File: src/rtl/user_uart_pkg.sv
// Shared types and constants for the user-area UART transmitter.
package user_uart_pkg;

    localparam int   DIV_W     = 16;
    localparam logic START_LVL = 1'b0;
    localparam logic STOP_LVL  = 1'b1;
    localparam logic IDLE_LVL  = 1'b1;

    typedef enum logic [1:0] {
        IDLE,
        START,
        DATA,
        STOP
    } state_t;

    function automatic logic [DIV_W-1:0] clamp_div(input logic [DIV_W-1:0] d,
                                                   input logic [DIV_W-1:0] lo);
        return (d < lo) ? lo : d;
    endfunction

endpackage

File: src/rtl/user_uart_tx_if.sv
// Byte handshake into the UART transmitter; a byte moves on tx_valid & tx_ready.
interface user_uart_tx_if;
    logic       tx_valid;
    logic [7:0] tx_data;
    logic       tx_ready;

    modport master (output tx_valid, output tx_data, input tx_ready);
    modport slave  (input tx_valid, input tx_data, output tx_ready);
endinterface

File: src/rtl/user_uart_fifo.sv
// Synchronous FIFO with a level counter; read data is the head entry, shown combinationally.
// Push is ignored when full (even with a simultaneous pop), pop is ignored when empty.
module user_uart_fifo #(
    parameter int DEPTH = 4,
    parameter int WIDTH = 8
) (
    input  logic                   clk,
    input  logic                   rst,
    input  logic                   push,
    input  logic                   pop,
    input  logic [WIDTH-1:0]       wdata,
    output logic [WIDTH-1:0]       rdata,
    output logic                   full,
    output logic                   empty,
    output logic [$clog2(DEPTH):0] level
);
    localparam int PW = $clog2(DEPTH);
    localparam int LW = PW + 1;

    logic [WIDTH-1:0] mem [DEPTH];
    logic [PW-1:0]    wr_ptr;
    logic [PW-1:0]    rd_ptr;
    logic             push_ok;
    logic             pop_ok;

    assign full    = (level == LW'(DEPTH));
    assign empty   = (level == '0);
    assign push_ok = push && !full;
    assign pop_ok  = pop && !empty;
    assign rdata   = mem[rd_ptr];

    always_ff @(posedge clk) begin
        if (push_ok) begin
            mem[wr_ptr] <= wdata;
        end
    end

    // Pointers wrap naturally because DEPTH is a power of two.
    always_ff @(posedge clk) begin
        if (rst) begin
            wr_ptr <= '0;
            rd_ptr <= '0;
            level  <= '0;
        end else begin
            if (push_ok) wr_ptr <= wr_ptr + PW'(1);
            if (pop_ok)  rd_ptr <= rd_ptr + PW'(1);
            case ({push_ok, pop_ok})
                2'b10:   level <= level + LW'(1);
                2'b01:   level <= level - LW'(1);
                default: level <= level;
            endcase
        end
    end

endmodule

File: src/rtl/user_uart_tx.sv
// 8N1/8N2 UART transmitter fed by a byte FIFO; ser_tx drops one cycle after a byte lands in an idle, empty path.
// Backpressure: tx_ready = !full; frames run back-to-back with no idle gap while data and tx_en are present.
module user_uart_tx
    import user_uart_pkg::*;
#(
    parameter int FIFO_DEPTH = 4,
    parameter int STOP_BITS  = 1,
    parameter int DIV_MIN    = 4
) (
    input  logic                        wb_clk_i,
    input  logic                        wb_rst_i,
    input  logic [DIV_W-1:0]            clk_div,
    input  logic                        tx_en,
    user_uart_tx_if.slave               tx,
    output logic                        ser_tx,
    output logic                        tx_busy,
    output logic [$clog2(FIFO_DEPTH):0] fifo_level
);
    localparam int CW = DIV_W + 1;

    state_t           state;
    state_t           state_nxt;
    logic [DIV_W-1:0] div_q;
    logic [DIV_W-1:0] div_new;
    logic [CW-1:0]    cnt;
    logic [CW-1:0]    cnt_nxt;
    logic [CW-1:0]    bit_cnt;
    logic [CW-1:0]    stop_cnt;
    logic [2:0]       bit_idx;
    logic [2:0]       bit_nxt;
    logic [7:0]       shreg;
    logic [7:0]       shreg_nxt;
    logic             ser_nxt;
    logic             pop;
    logic             bit_end;
    logic             can_start;
    logic             fifo_full;
    logic             fifo_empty;
    logic [7:0]       fifo_dat;

    user_uart_fifo #(
        .DEPTH (FIFO_DEPTH),
        .WIDTH (8)
    ) u_fifo (
        .clk   (wb_clk_i),
        .rst   (wb_rst_i),
        .push  (tx.tx_valid),
        .pop   (pop),
        .wdata (tx.tx_data),
        .rdata (fifo_dat),
        .full  (fifo_full),
        .empty (fifo_empty),
        .level (fifo_level)
    );

    assign div_new     = clamp_div(clk_div, DIV_W'(DIV_MIN));
    assign bit_end     = (cnt == '0);
    assign can_start   = !fifo_empty && tx_en;
    assign bit_cnt     = {1'b0, div_q} - CW'(1);
    assign stop_cnt    = (STOP_BITS == 2) ? ({div_q, 1'b0} - CW'(1)) : bit_cnt;
    assign tx.tx_ready = !fifo_full;
    assign tx_busy     = (state != IDLE) || !fifo_empty;

    always_ff @(posedge wb_clk_i) begin
        if (wb_rst_i) state <= IDLE;
        else          state <= state_nxt;
    end

    always_comb begin
        state_nxt = state;
        case (state)
            IDLE:    if (can_start) state_nxt = START;
            START:   if (bit_end) state_nxt = DATA;
            DATA:    if (bit_end && bit_idx == 3'd7) state_nxt = STOP;
            STOP:    if (bit_end) state_nxt = can_start ? START : IDLE;
            default: state_nxt = IDLE;
        endcase
    end

    // Every entry into START pops a byte and re-latches the divider, so a
    // clk_div change only takes effect on the next frame.
    always_comb begin
        pop       = (state_nxt == START) && (state != START);
        cnt_nxt   = cnt;
        bit_nxt   = bit_idx;
        shreg_nxt = shreg;
        ser_nxt   = ser_tx;
        case (state)
            IDLE: ser_nxt = IDLE_LVL;
            START: begin
                if (!bit_end) begin
                    cnt_nxt = cnt - CW'(1);
                end else begin
                    cnt_nxt = bit_cnt;
                    bit_nxt = '0;
                    ser_nxt = shreg[0];
                end
            end
            DATA: begin
                if (!bit_end) begin
                    cnt_nxt = cnt - CW'(1);
                end else if (bit_idx == 3'd7) begin
                    cnt_nxt = stop_cnt;
                    ser_nxt = STOP_LVL;
                end else begin
                    cnt_nxt   = bit_cnt;
                    bit_nxt   = bit_idx + 3'd1;
                    shreg_nxt = shreg >> 1;
                    ser_nxt   = shreg[1];
                end
            end
            STOP: begin
                if (!bit_end) cnt_nxt = cnt - CW'(1);
                else          ser_nxt = IDLE_LVL;
            end
            default: ser_nxt = IDLE_LVL;
        endcase
        if (pop) begin
            shreg_nxt = fifo_dat;
            cnt_nxt   = {1'b0, div_new} - CW'(1);
            ser_nxt   = START_LVL;
        end
    end

    always_ff @(posedge wb_clk_i) begin
        if (wb_rst_i) begin
            ser_tx  <= IDLE_LVL;
            cnt     <= '0;
            bit_idx <= '0;
            shreg   <= '0;
            div_q   <= '0;
        end else begin
            ser_tx  <= ser_nxt;
            cnt     <= cnt_nxt;
            bit_idx <= bit_nxt;
            shreg   <= shreg_nxt;
            if (pop) div_q <= div_new;
        end
    end

endmodule

File: src/flat_wrapper.sv
// flat-port wrapper written by rule: the top's interface ports become plain ports
module user_uart_tx_flat import user_uart_pkg::*;
#(
    parameter int FIFO_DEPTH = 4,
    parameter int STOP_BITS  = 1,
    parameter int DIV_MIN    = 4
)
  (wb_clk_i, wb_rst_i, clk_div, tx_en, ser_tx, tx_busy, fifo_level, tx_tx_valid, tx_tx_data, tx_tx_ready);
  user_uart_tx_if tx_i ();
  input  logic wb_clk_i;
  input  logic wb_rst_i;
  input  logic [DIV_W-1:0] clk_div;
  input  logic tx_en;
  output logic ser_tx;
  output logic tx_busy;
  output logic [$clog2(FIFO_DEPTH):0] fifo_level;
  input wire logic [$bits(tx_i.tx_valid)-1:0] tx_tx_valid;
  input wire logic [$bits(tx_i.tx_data)-1:0] tx_tx_data;
  output wire logic [$bits(tx_i.tx_ready)-1:0] tx_tx_ready;
  assign tx_i.tx_valid = tx_tx_valid;
  assign tx_i.tx_data = tx_tx_data;
  assign tx_tx_ready = tx_i.tx_ready;
  user_uart_tx #(.FIFO_DEPTH(FIFO_DEPTH), .STOP_BITS(STOP_BITS), .DIV_MIN(DIV_MIN)) u_core (.wb_clk_i(wb_clk_i), .wb_rst_i(wb_rst_i), .clk_div(clk_div), .tx_en(tx_en), .tx(tx_i), .ser_tx(ser_tx), .tx_busy(tx_busy), .fifo_level(fifo_level));
endmodule
File: config.mk
export PLATFORM = sky130hd
export DESIGN_NAME = user_uart_tx_flat
export DESIGN_NICKNAME = d
export VERILOG_FILES = /design/src/rtl/user_uart_pkg.sv /design/src/rtl/user_uart_tx_if.sv /design/src/rtl/user_uart_fifo.sv /design/src/rtl/user_uart_tx.sv /design/src/flat_wrapper.sv
export SDC_FILE = /design/constraint.sdc
export NUM_CORES = 1
export LEC_CHECK = 0
export CAP_MARGIN = 30
export CELL_PAD_IN_SITES_DETAIL_PLACEMENT = 1
export CELL_PAD_IN_SITES_GLOBAL_PLACEMENT = 2
export CORE_MARGIN = 2
export CORE_UTILIZATION = 40
export CTS_CLUSTER_SIZE = 8
export DETAILED_ROUTE_END_ITERATION = 6
export DONT_BUFFER_PORTS = 1
export PLACE_DENSITY = 0.9
export SLEW_MARGIN = 20
export SYNTH_ARGS = -nofsm -noshare
export SYNTH_HDL_FRONTEND = slang
export SYNTH_SLANG_ARGS = --single-unit
File: constraint.sdc
create_clock -name wb_clk_i -period 4.3 [get_ports wb_clk_i]
set_input_delay 0.86 -clock wb_clk_i [delete_from_list [all_inputs] [get_ports wb_clk_i]]
set_output_delay 0.86 -clock wb_clk_i [all_outputs]
set_load 0.02 [all_outputs]
* Yosys cells after proc, flatten, opt, wreduce, memory -nomap -nowiden
Memories as Yosys holds them, arrays and structs flattened. A register that Yosys moved wholly into a read port is not among the register bits. Index checks and enable logic that the tools add are counted.
Operators by class: $add $sub $neg 8, $lt $le $gt $ge 1, equal/unequal tests 17, multiplexer cells 30, reduce and logical (&&, ||, !) cells 22
Operator list (count):
- $mux W17 | 3
- $pmux W17 S2 | 1
- $sub A16 B1 Y17 const B | 2
- $mux W8 | 4
- $logic_not A17 Y1 | 1
- $sub A17 B1 Y17 const B | 1
- $lt A16 B3 Y1 const B | 1
- $mux W16 | 1
- $mux W2 | 6
- $pmux W3 S2 | 2
- $reduce_bool A2 Y1 | 5
- $mux W3 | 3
- $ne A3 B2 Y1 const B | 3
- $mux W1 | 8
- $pmux W2 S4 | 1
- $add A3 B1 Y3 const B | 2
- $eq A2 B1 Y1 const B | 3
- $eq A2 B2 Y1 const B | 3
- $eq A3 B3 Y1 const B | 2
- $ne A2 B1 Y1 const B | 3
- $reduce_and A3 Y1 | 2
- $logic_and A1 B1 Y1 | 5
- $add A2 B1 Y2 const B | 2
- $ne A2 B2 Y1 const B | 2
- 11 further kinds | 12
Word-level totals: register bits after elaboration 54, memory bits (writable) 32, memories 1
Memories:
- u_core.u_fifo.mem | words 4, width 8, rd ports 1, clocked after memory_dff 1, wr ports 1, line user_uart_fifo.sv:20 | logic [WIDTH-1:0] mem [DEPTH];

* Depth between registers and ports, before layout
Gate-level depths: netlist of the first run.
depth in word-level cells 11, mapped depth 17

* Modules after synthesis
From an unflattened synthesis of the first run, not the netlist that was laid out.
Second synthesis, totals: cells, all modules 512, area, all modules 4898.4 µm²
Modules (own cells, without submodules):
- user_uart_tx | instances 1, cells an instance 416, area each 3268.1 µm²
- user_uart_fifo | instances 1, cells an instance 96, area each 1630.3 µm²

* Worst setup path before layout of the first run
Ideal clock, no wire load.
path type input port to flip-flop, from input port tx_en, to register u_core.u_fifo.level[2], library setup time 0.071 ns, data arrival time 3.272 ns, data required time 4.229 ns, slack 0.957 ns, cell stages on the path 14, cells stage by stage o31ai_1 > and3_1 > a211oi_1 > o31a_1 > buf_2 > nand2_2 > buf_4 > nor2_1 > ha_1 > inv_1 > fa_1 > xor2_1 > or3_1 > a21oi_1
Between the ends: cells in the longest elaborated chain, start to end 9
Ends and longest elaborated chain:
- start, declared | line flat_wrapper.sv:13 | input logic tx_en;
- $logic_and A1 B1 Y1 * | line user_uart_tx.sv:58 | assign can_start = !fifo_empty && tx_en;
- $mux W1 | line user_uart_tx.sv:75 | STOP: if (bit_end) state_nxt = can_start ? START : IDLE;
- $mux W2 | line user_uart_tx.sv:75
- $pmux W2 S4 * | line user_uart_tx.sv:71 | case (state)
- $eq A2 B1 Y1 * | line user_uart_tx.sv:83 | pop = (state_nxt == START) && (state != START);
- $logic_and A1 B1 Y1 * | line user_uart_tx.sv:83
- $logic_and A1 B1 Y1 * | line user_uart_fifo.sv:29 | assign pop_ok = pop && !empty;
- named net u_core.u_fifo.pop_ok | line user_uart_fifo.sv:24 | logic pop_ok;
- $eq A2 B1 Y1 or $eq A2 B2 Y1 (tied branches) | line user_uart_fifo.sv:47 | case ({push_ok, pop_ok})
- $pmux W3 S2 or $reduce_bool A2 Y1 (tied branches)
- end signal, assigned | line user_uart_fifo.sv:48 | 2'b10: level <= level + LW'(1);
- end signal, assigned | line user_uart_fifo.sv:49 | 2'b01: level <= level - LW'(1);
- end signal, assigned | line user_uart_fifo.sv:50 | default: level <= level;
- end, declared | line user_uart_fifo.sv:15 | output logic [$clog2(DEPTH):0] level
Mark *: on every way through the listed nets, which the timed path passes. The rest lies on a longest branch. A chain may end at the register's enable or synchronous reset.

* Worst setup path after layout of the first run
from register u_core.cnt[13], to register u_core.u_fifo.level[2]
Between the ends: cells in the longest elaborated chain, start to end 9
Ends and longest elaborated chain:
- start, declared | line user_uart_tx.sv:25 | logic [CW-1:0] cnt;
- start signal, assigned | line user_uart_tx.sv:134 | cnt <= cnt_nxt;
- $logic_not A17 Y1 * | line user_uart_tx.sv:57 | assign bit_end = (cnt == '0);
- $logic_and A1 B1 Y1 | line user_uart_tx.sv:74 | DATA: if (bit_end && bit_idx == 3'd7) state_nxt = STOP;
- $mux W2 | line user_uart_tx.sv:74
- $pmux W2 S4 * | line user_uart_tx.sv:71
- $eq A2 B1 Y1 * | line user_uart_tx.sv:83
- $logic_and A1 B1 Y1 * | line user_uart_tx.sv:83
- $logic_and A1 B1 Y1 * | line user_uart_fifo.sv:29
- named net u_core.u_fifo.pop_ok | line user_uart_fifo.sv:24
- $eq A2 B1 Y1 or $eq A2 B2 Y1 (tied branches) | line user_uart_fifo.sv:47
- $pmux W3 S2 or $reduce_bool A2 Y1 (tied branches)
Marked as above.

==> results of run 1 <==
-- power breakdown --
part	internal (mW)	switching, mW
clock	0.464	0.366
combinational	0.859	1.50
sequential	1.06	0.264
total	2.38	2.13
-- metal layers --
metal  GRT usage [%]  wire length [µm]  vias to the layer above  share of wire (%)
li1                -                 -                     1984                  -
met1            31.2              6750                     2173                 45
met2            36.4              7190                      119                 48
met3            3.60               702                       16                4.7
met4            6.98               188                        0                1.3
met5               0                 0                        -                  0
-- stage by stage --
stage	setup WS [ps]	util (%)	power, mW	instance area [µm²]	hold WS, ps
5_1_grt	330	44.1	4.79	5510	541
3_5_place_dp	606	41.6	3.65	5200	496
4_1_cts	517	44.1	4.50	5510	507
6_report	481	44.1	4.52	5510	510
3_3_place_gp	739	41.6	3.59	5200	473
2_1_floorplan	957	-	3.06	5090	468
-- path summary, 6_finish.rpt --
| check | from | end | slack [ps] | depth (start not counted) |
|---|---|---|---|---|
| max | u_core.cnt[13] | u_core.u_fifo.level[2] | 480 | 12 |
| min reg2reg | u_core.shreg[7] | u_core.shreg[7] | 510 | 2 |
| max reg2reg | u_core.cnt[13] | u_core.u_fifo.level[2] | 480 | 12 |
| min | u_core.shreg[7] | u_core.shreg[7] | 510 | 2 |
-- placed cells by master, fill, tap and decap left out, drive strengths merged, types with 8 or more instances in the layout --
master	Yosys	final
nor4	16	16
ha	16	16
clkbuf	13	9
a22oi	10	10
a21oi	49	49
mux4	8	8
nor2	35	35
nand3	20	20
o21ai	32	32
mux2i	9	9
dfxtp	56	56
buf	21	8
nor3	28	28
a211oi	19	19
nand2	27	27
edfxtp	32	32
xor2	18	18
inv	16	21
o31ai	16	16
-- cells by family (layout without fill, tap and decap cells) --
logic type                 after synthesis  count (layout)  share of synthesized area, %
muxes                                   19              19                          5.75
adders and majority gates               17              17                          4.33
xor gates and xnor gates                25              25                          4.30
AOI/OAI and AO/OA                      160             160                          21.6
buffers and inverters                   51              41                          4.55
DFF                                     88              88                          40.9
and+or+nand+nor                        167             167                          18.6
-- area by class of cell --
type / count / area, µm²
multi-input combinational: 388 / 2780
tap: 172 / 215
inverter: 17 / 63.8
clock buffer: 9 / 225
fill: 1425 / 7000
timing repair buffer: 8 / 60.1
sequential: 88 / 2080
clock inverter: 7 / 83.8
-- registers in the layout, indices dropped and copies added, names as in the netlist, named ones only --
register,count
u_core.bit_idx,3
u_core.u_fifo.mem,32
u_core.u_fifo.rd_ptr,2
u_core.ser_tx,1
u_core.u_fifo.level,3
u_core.div_q,16
u_core.state,2
u_core.cnt,17
u_core.u_fifo.wr_ptr,2
u_core.shreg,8
-- worst max-delay path: stages, from the launching register on --
cell,delay [ps]
dfxtp_1,380
nor4_4,480
nand4b_2,270
a31oi_2,280
and3_1,760
nand2_2,150
nor2_1,160
ha_1,210
inv_1,70
fa_1,380
xor2_1,160
or3_1,310
a21oi_1,140
==> flow_summary.yaml, run 1 <==
outcome:
  status: "finished, final reports clean"
synth:
  synth_cell_types: 72
  synth.area.top_cells: "dfxtp_1 (22%), edfxtp_1 (19%), a21oi_1 (4.8%), ha_1 (3.9%), mux4_2 (3.5%)"
  async_reset_ff_share_pct: 0
  yosys.area.top_type_share_pct: 22.0
  ys_top_cells_by_count: "dfxtp_1 (56), a21oi_1 (49), nor2_1 (33), edfxtp_1 (32), o21ai_0 (30)"
  synth_ff_type: "dfxtp_1"
  postSynthAreaPerCell_um2: 9.66
  synth_nets: 572
  yosysWarnings: 0
  syn_area_um2: 5090
  seq_area_frac_synth_pct: 40.9
  synthCells: 527
  yosysMostFrequentCell: "dfxtp_1"
  synth_edf_count: 32
  postSynthRegisterBits: 88
  yosysTopAreaCell: "dfxtp_1"
power:
  peakVddDrop_mv: 0.326
  leakage_nw: 1.92
  pwr_density_cell_nw_per_um2: 819
place:
  dp_hpwl_mm: 10.4
  dpl.cell_count: 673
  port_buffers: 0
  place.gp.congestion: 0.934
routing:
  ant_nets: 0
  via_count: 4292
  vias_per_cell: 6.23
  routed_wl_mm: 14.8
  firstDrtPassIters: 5
  wl_per_cell_um: 21.5
  drc: 0
  drtIter0Drc: 276
clock_network:
  clkLatencyLatePin_ps: 350
  clockRootBuffer: "clkbuf_16"
  clock_path_buffers: 2
  htreeDepth: 3
  cts_sinks: 88
  cts_setup_buffers: 0
  clk_pin_slew_ps: 80
  cts_hold_buf: 0
  cts_tree: "done"
  cts.repair.resized: 0
  numCtsBuffers: 9
grt:
  grt_max_degree: 50
  grt_overflow: 0
  track_usage_pct: 22.5
  grt_pass1_wl_mm: 23.2
  first_global_vias: 4198
  antenna_found_initial: 0
sta:
  drv_slew: 0
  rsz0062_at_grt: "no"
  finalCritPeriodShare_pct: 88.8
  finClkSkew_ps: 11.0
  setup_viol: 0
  relSlewSlack_pct: 34.6
  hold_viol: 0
  setup_tns_ps: 0
  fmaxAchievable_ghz: 0.262
  worst_pin_slew_ps: 971
  finalWorstPathRequiredPeriod_ps: 3820
floorplan:
  core_area_um2: 12500
  die_x_um: 117
  die_area_um2: 13600
  io-pin-count: 34
  fp-row-count: 41
  die_y_um: 117
  initial_core_util_pct: 40.7
final_layout:
  drive_above_1_share_pct: 12.0
  fin_nets: 557
  areaGrowthSynthToFinish_pct: 8.36
  finalNonFillerCells: 689
  diodes: 0
worst_setup_path:
  critPathKind: "flop to flop"
  cp.arrival_ps: 4100
  cp.required_ps: 4580
  critPathLaunchType: "flop"
  end_kind: "flop"
  crit_fanout: 18
flow_run:
  drv_cap: 0
worst_hold_path:
  min_path_type: "flop to flop"
Note: power is estimated with default switching activity, not from simulation.
==> inputs of run 2 (changes only) <==
--- a/config.mk
+++ b/config.mk
@@ -10,6 +10,7 @@
 export CELL_PAD_IN_SITES_GLOBAL_PLACEMENT = 2
 export CORE_MARGIN = 2
 export CORE_UTILIZATION = 40
+export CTS_BUF_LIST = sky130_fd_sc_hd__clkbuf_8
 export CTS_CLUSTER_SIZE = 8
 export DETAILED_ROUTE_END_ITERATION = 6
 export DONT_BUFFER_PORTS = 1
==> flow_summary.yaml, run 2 (synthesized netlist as in run 1, its figures left out) <==
place:
  place.gp.congestion: 0.934
  port_buffers: 0
  dpl.cell_count: 673
  dp_hpwl_mm: 10.4
  place_ws_ps: 606
grt:
  grt_max_degree: 50
  grt_overflow: 0
  antenna_found_initial: 0
  grt_pass1_wl_mm: 22.6
  first_global_vias: 4172
  track_usage_pct: 21.9
worst_setup_path:
  cp.arrival_ps: 4120
  r2r-start: "u_core.cnt[13]"
  critPathLaunchType: "flop"
  crit_start: "u_core.cnt[13]"
  cp.required_ps: 4610
  end_kind: "flop"
  crit_fanout: 18
  critPathKind: "flop to flop"
  r2r_setup_slack_ps: 490
  cp-endpoint: "u_core.u_fifo.level[2]"
  reg2regPathDepth: 12
  reg2reg_to: "u_core.u_fifo.level[2]"
clock_network:
  clk_pin_slew_ps: 110
  clock_path_buffers: 2
  cts.repair.resized: 0
  cts_setup_buffers: 0
  clockRootBuffer: "clkbuf_8"
  htreeDepth: 3
  numCtsBuffers: 9
  cts_sinks: 88
  cts_hold_buf: 0
  cts_tree: "done"
  clkLatencyLatePin_ps: 380
routing:
  via_count: 4210
  drtIter0Drc: 322
  drc: 0
  routed_wl_mm: 14.4
  wl_per_cell_um: 20.9
  vias_per_cell: 6.11
  firstDrtPassIters: 5
  ant_nets: 0
sta:
  finClkSkew_ps: 21.2
  drv_slew: 0
  finalWorstPathRequiredPeriod_ps: 3810
  finalCritPeriodShare_pct: 88.6
  holdWs_ps: 511
  hold_viol: 0
  setup_tns_ps: 0
  worst_pin_slew_ps: 996
  fin_ws_ps: 491
  relSlewSlack_pct: 33.4
  setup_viol: 0
  fmaxAchievable_ghz: 0.263
  rsz0062_at_grt: "no"
worst_hold_path:
  min_path_type: "flop to flop"
  worstHoldStart: "u_core.shreg[7]"
floorplan:
  io-pin-count: 34
  initial_core_util_pct: 40.7
  die_area_um2: 13600
  fp-row-count: 41
  die_x_um: 117
  die_y_um: 117
  core_area_um2: 12500
power:
  leakage_nw: 1.87
  pwr_density_cell_nw_per_um2: 793
  peakVddDrop_mv: 0.311
final_layout:
  fin_util_pct: 43.2
  fin_nets: 557
  drive_above_1_share_pct: 12.0
  layout_commonest_cell: "dfxtp_1"
  largest_registers: "u_core.u_fifo.mem (32), u_core.cnt (17), u_core.div_q (16)"
  largest_reg_flops: 32
  diodes: 0
  areaGrowthSynthToFinish_pct: 6.37
  nFillCells: 1442
  final_cell_mix: "dfxtp_1 (56), a21oi_1 (49), nor2_1 (33)"
  finalNonFillerCells: 689
  top_register: "u_core.u_fifo.mem"
flow_run:
  drv_cap: 0
outcome:
  status: "finished, final reports clean"
## run 2: layout make-up
| class | instances | area [µm²] | area share [%] |
|---|---|---|---|
| well taps | 172 | 215 | 3.98 |
| repair buffers | 8 | 60.1 | 1.11 |
| flip-flops and latches | 88 | 2080 | 38.5 |
| multi-input cells | 388 | 2780 | 51.4 |
| clock buffers | 9 | 124 | 2.29 |
| inverters | 17 | 63.8 | 1.18 |
| clock inverters | 7 | 83.8 | 1.55 |
## run 2: worst min-delay path by stage
stage | cells past startpoint | slack, ps | endpoint
2_1_floorplan | 2 | 470 | u_core.shreg[7]
3_3_place_gp | 2 | 470 | u_core.u_fifo.rd_ptr[0]
3_5_place_dp | 2 | 500 | u_core.u_fifo.rd_ptr[0]
4_1_cts | 2 | 510 | u_core.shreg[7]
5_1_grt | 1 | 530 | u_core.shreg[3]
6_report | 2 | 510 | u_core.shreg[7]
## run 2: stage by stage
stage | total power, mW | instance area (µm²)
after CTS | 4.28 | 5410
final | 4.29 | 5410
after floorplan | 3.06 | 5090
after detailed placement | 3.65 | 5200
after global placement | 3.59 | 5200
after global routing | 4.57 | 5410
## run 2: power breakdown
group / total, mW / switching, mW / leakage (nW) / internal (mW)
sequential: 1.32 / 0.259 / 0.752 / 1.06
clock: 0.625 / 0.342 / 0.108 / 0.282
combinational: 2.35 / 1.49 / 1.01 / 0.859
## run 2: routing by layer
layer,vias up,wire (µm),global-route usage [%]
met5,-,0,0
met4,0,222,7.37
li1,1982,-,-
met2,101,6970,35.1
met3,17,665,3.55
met1,2110,6560,30.3
## run 2: critical path: stages, from the launching register on
cell	delay, ps
dfxtp_1	400
nor4_4	470
nand4b_2	270
a31oi_2	280
and3_1	770
nand2_2	120
nor2_1	150
ha_1	210
inv_1	70
fa_1	380
xor2_1	160
or3_1	310
a21oi_1	140
==> inputs of run 3 (changes only) <==
--- a/config.mk
+++ b/config.mk
@@ -5,16 +5,17 @@
 export SDC_FILE = /design/constraint.sdc
 export NUM_CORES = 1
 export LEC_CHECK = 0
+export ABC_AREA = 1
 export CAP_MARGIN = 30
 export CELL_PAD_IN_SITES_DETAIL_PLACEMENT = 1
 export CELL_PAD_IN_SITES_GLOBAL_PLACEMENT = 2
 export CORE_MARGIN = 2
-export CORE_UTILIZATION = 40
+export CORE_UTILIZATION = 38
 export CTS_BUF_LIST = sky130_fd_sc_hd__clkbuf_8
 export CTS_CLUSTER_SIZE = 8
 export DETAILED_ROUTE_END_ITERATION = 6
 export DONT_BUFFER_PORTS = 1
-export PLACE_DENSITY = 0.9
+export PLACE_DENSITY = 0.94
 export SLEW_MARGIN = 20
 export SYNTH_ARGS = -nofsm -noshare
 export SYNTH_HDL_FRONTEND = slang
==> constraint.sdc (replaced) <==
create_clock -name wb_clk_i -period 3.7 [get_ports wb_clk_i]
set_input_delay 0.74 -clock wb_clk_i [delete_from_list [all_inputs] [get_ports wb_clk_i]]
set_output_delay 0.74 -clock wb_clk_i [all_outputs]
set_load 0.02 [all_outputs]
==> flow_summary.yaml, run 3 <==
power:
  leakage_nw: 2.32
  combPwrFrac_pct: 52.8
  switching_share_pct: 50.0
  power_switching_mw: 2.39
  clock_power_share_pct: 14.7
  peakVddDrop_mv: 0.427
  power_frac_seq_pct: 32.4
  pwr_density_cell_nw_per_um2: 872
  p_int_mw: 2.39
  total_power_mw: 4.78
synth:
  synth.area.mux_share_pct: 0
  synthSimpleGateAreaFrac_pct: 29.6
  synth_compound_area_share_pct: 13.5
  postSynthRegisterBits: 88
  synth_top_family_by_area: "simple AND/OR/NAND/NOR gates"
  synthCells: 711
  ys_top_cells_by_count: "nor2_1 (144), nand2_1 (126), inv_1 (78), o21ai_0 (63), dfxtp_1 (56)"
  yosysWarnings: 0
  synth_edf_count: 32
  synth.area.top_cells: "dfxtp_1 (22%), edfxtp_1 (19%), nor2_1 (11%), nand2_1 (9.2%), o21ai_0 (6.1%)"
  synth_cell_types: 41
  postSynthAreaPerCell_um2: 7.22
  synth_xor_area_share_pct: 3.92
  yosys.area.top_type_share_pct: 21.8
  seq_area_frac_synth_pct: 40.6
  synth_ff_type: "dfxtp_1"
  synth_fa_ha_area_share_pct: 4.29
  async_reset_ff_share_pct: 0
  yosysMostFrequentCell: "nor2_1"
  yosysTopAreaCell: "dfxtp_1"
  syn_area_um2: 5130
  synth_nets: 756
worst_setup_path:
  cp.required_ps: 3960
  crit_buf_inv: 4
  r2r_setup_slack_ps: 640
  timing.critical_path.slowest_stage_cell: "fa_1"
  critical_path.top_delay_family: "simple AND/OR/NAND/NOR gates"
  crit_start: "u_core.cnt[0]"
  reg2regPathDepth: 21
  end_kind: "flop"
  reg2reg_to: "u_core.u_fifo.level[2]"
  crit_chain: "inv_1 -> ha_1 -> inv_1 -> nor2_1 -> nand2_1 -> nor2_2 -> nand2_4 -> nand3_1 -> nand2_1 -> nand2_1 -> nand3_2 -> inv_2 -> nand2_2 -> nor2_4 -> ha_1 -> inv_1 -> fa_1 -> a21oi_1 -> o21ai_0 -> o21ai_0 -> a21oi_1"
  max_stage_delay_ps: 390
  critPathLaunchType: "flop"
  crit_fanout: 9
  critPathKind: "flop to flop"
  cp.arrival_ps: 3320
  r2r-start: "u_core.cnt[0]"
place:
  place_ws_ps: 658
  dpl.cell_count: 872
  dp_hpwl_mm: 10.5
  place.gp.congestion: 0.840
  port_buffers: 0
worst_hold_path:
  whs_path_depth: 1
  min_path_type: "primary input to flop"
  holdPathEnd: "u_core.state[0]"
  worstHoldStart: "wb_rst_i"
grt:
  track_usage_pct: 20.4
  antenna_found_initial: 0
  grt_pass1_wl_mm: 23.3
  grt_max_degree: 41
  grt_overflow: 0
  first_global_vias: 4781
sta:
  relSlewSlack_pct: 50.6
  rsz0062_at_grt: "no"
  hold_viol: 0
  finClkSkew_ps: 10.4
  fmaxAchievable_ghz: 0.327
  finalWorstPathRequiredPeriod_ps: 3060
  setup_tns_ps: 0
  drv_slew: 0
  setup_viol: 0
  finalCritPeriodShare_pct: 82.8
  fin_ws_ps: 638
  worst_pin_slew_ps: 738
flow_run:
  drv_cap: 0
routing:
  routed_wl_mm: 14.0
  drc: 0
  wl_per_cell_um: 15.8
  via_count: 4527
  drtIter0Drc: 171
  firstDrtPassIters: 4
  ant_nets: 0
  vias_per_cell: 5.10
final_layout:
  nFillCells: 1685
  seqCellArea_um2: 2080
  top_register: "u_core.u_fifo.mem"
  largest_registers: "u_core.u_fifo.mem (32), u_core.cnt (17), u_core.div_q (16)"
  areaGrowthSynthToFinish_pct: 6.75
  layout_commonest_cell: "nor2_1"
  largest_reg_flops: 32
  fin_nets: 752
  diodes: 0
  final_cell_mix: "nor2_1 (144), nand2_1 (126), inv_1 (78)"
  multi_input_area_um2: 2640
  drive_above_1_share_pct: 5.76
  finalNonFillerCells: 888
floorplan:
  die_x_um: 120
  core_area_um2: 13200
  io-pin-count: 34
  initial_core_util_pct: 38.8
  die_area_um2: 14500
  fp-row-count: 42
  die_y_um: 120
clock_network:
  clockRootBuffer: "clkbuf_8"
  htreeDepth: 3
  cts_tree: "done"
  clock_path_buffers: 2
  cts_hold_buf: 0
  cts_sinks: 88
  clkLatencyLatePin_ps: 380
  cts.repair.resized: 0
  numCtsBuffers: 9
  clk_pin_slew_ps: 90
  cts_setup_buffers: 0
outcome:
  status: "finished, final reports clean"
## run 3: cell types whose count changed in the layout (fill, tap and decap cells not counted), moves of 14 or more
| cell | delta |
|---|---|
| inv_1 | +62 |
| nand3_1 | +21 |
| nor3_1 | -20 |
| o21ai_0 | +33 |
| nand2_1 | +100 |
| nor2_1 | +111 |
| o31ai_1 | -14 |
## run 3: metal layers
layer	wire length [µm]	global-route usage, %	up-vias
li1	-	-	2307
met1	5980	23.3	2155
met2	7460	39.1	52
met3	409	3.68	13
met4	143	5.09	0
met5	0	0	-
## run 3: worst max-delay path by stage
stage / end / slack, ps / depth (start not counted)
3_5_place_dp: u_core.u_fifo.level[2] / 660 / 21
6_report: u_core.u_fifo.level[2] / 640 / 21
4_1_cts: u_core.u_fifo.level[2] / 630 / 21
2_1_floorplan: u_core.u_fifo.level[2] / 920 / 22
3_3_place_gp: u_core.u_fifo.level[2] / 910 / 21
5_1_grt: u_core.u_fifo.level[2] / 370 / 21
## run 3: final cells by class
cell class	instances	area share (%)
Clock buffer	9	2.26
Clock inverter	7	1.42
Inverter	81	5.55
Multi-Input combinational cell	522	48.1
Sequential cell	88	38.0
Tap cell	176	4.02
Timing Repair Buffer	5	0.685
## run 3: cells by family after synthesis
family,Yosys count
buffers and inverters,101
adders and majority gates,17
xor gates and xnor gates,23
AOI/OAI and AO/OA,130
and+or+nand+nor,352
DFF,88
## run 3: power groups by stage
stage | Combinational (mW) | Sequential [mW] | Clock, mW
2_1_floorplan | 2.04 | 1.48 | 0
3_3_place_gp | 2.44 | 1.55 | 0
3_5_place_dp | 2.53 | 1.57 | 0
4_1_cts | 2.55 | 1.55 | 0.725
5_1_grt | 2.90 | 1.59 | 0.759
6_report | 2.53 | 1.55 | 0.704
## run 3: through the flow
| stage | utilization [%] | hold WS, ps | area [µm²] |
|---|---|---|---|
| after global placement | 39.9 | 449 | 5280 |
| final | 41.4 | 422 | 5480 |
| after floorplan | - | 439 | 5130 |
| after CTS | 41.4 | 397 | 5480 |
| after detailed placement | 39.9 | 453 | 5280 |
| after global routing | 41.4 | 398 | 5480 |
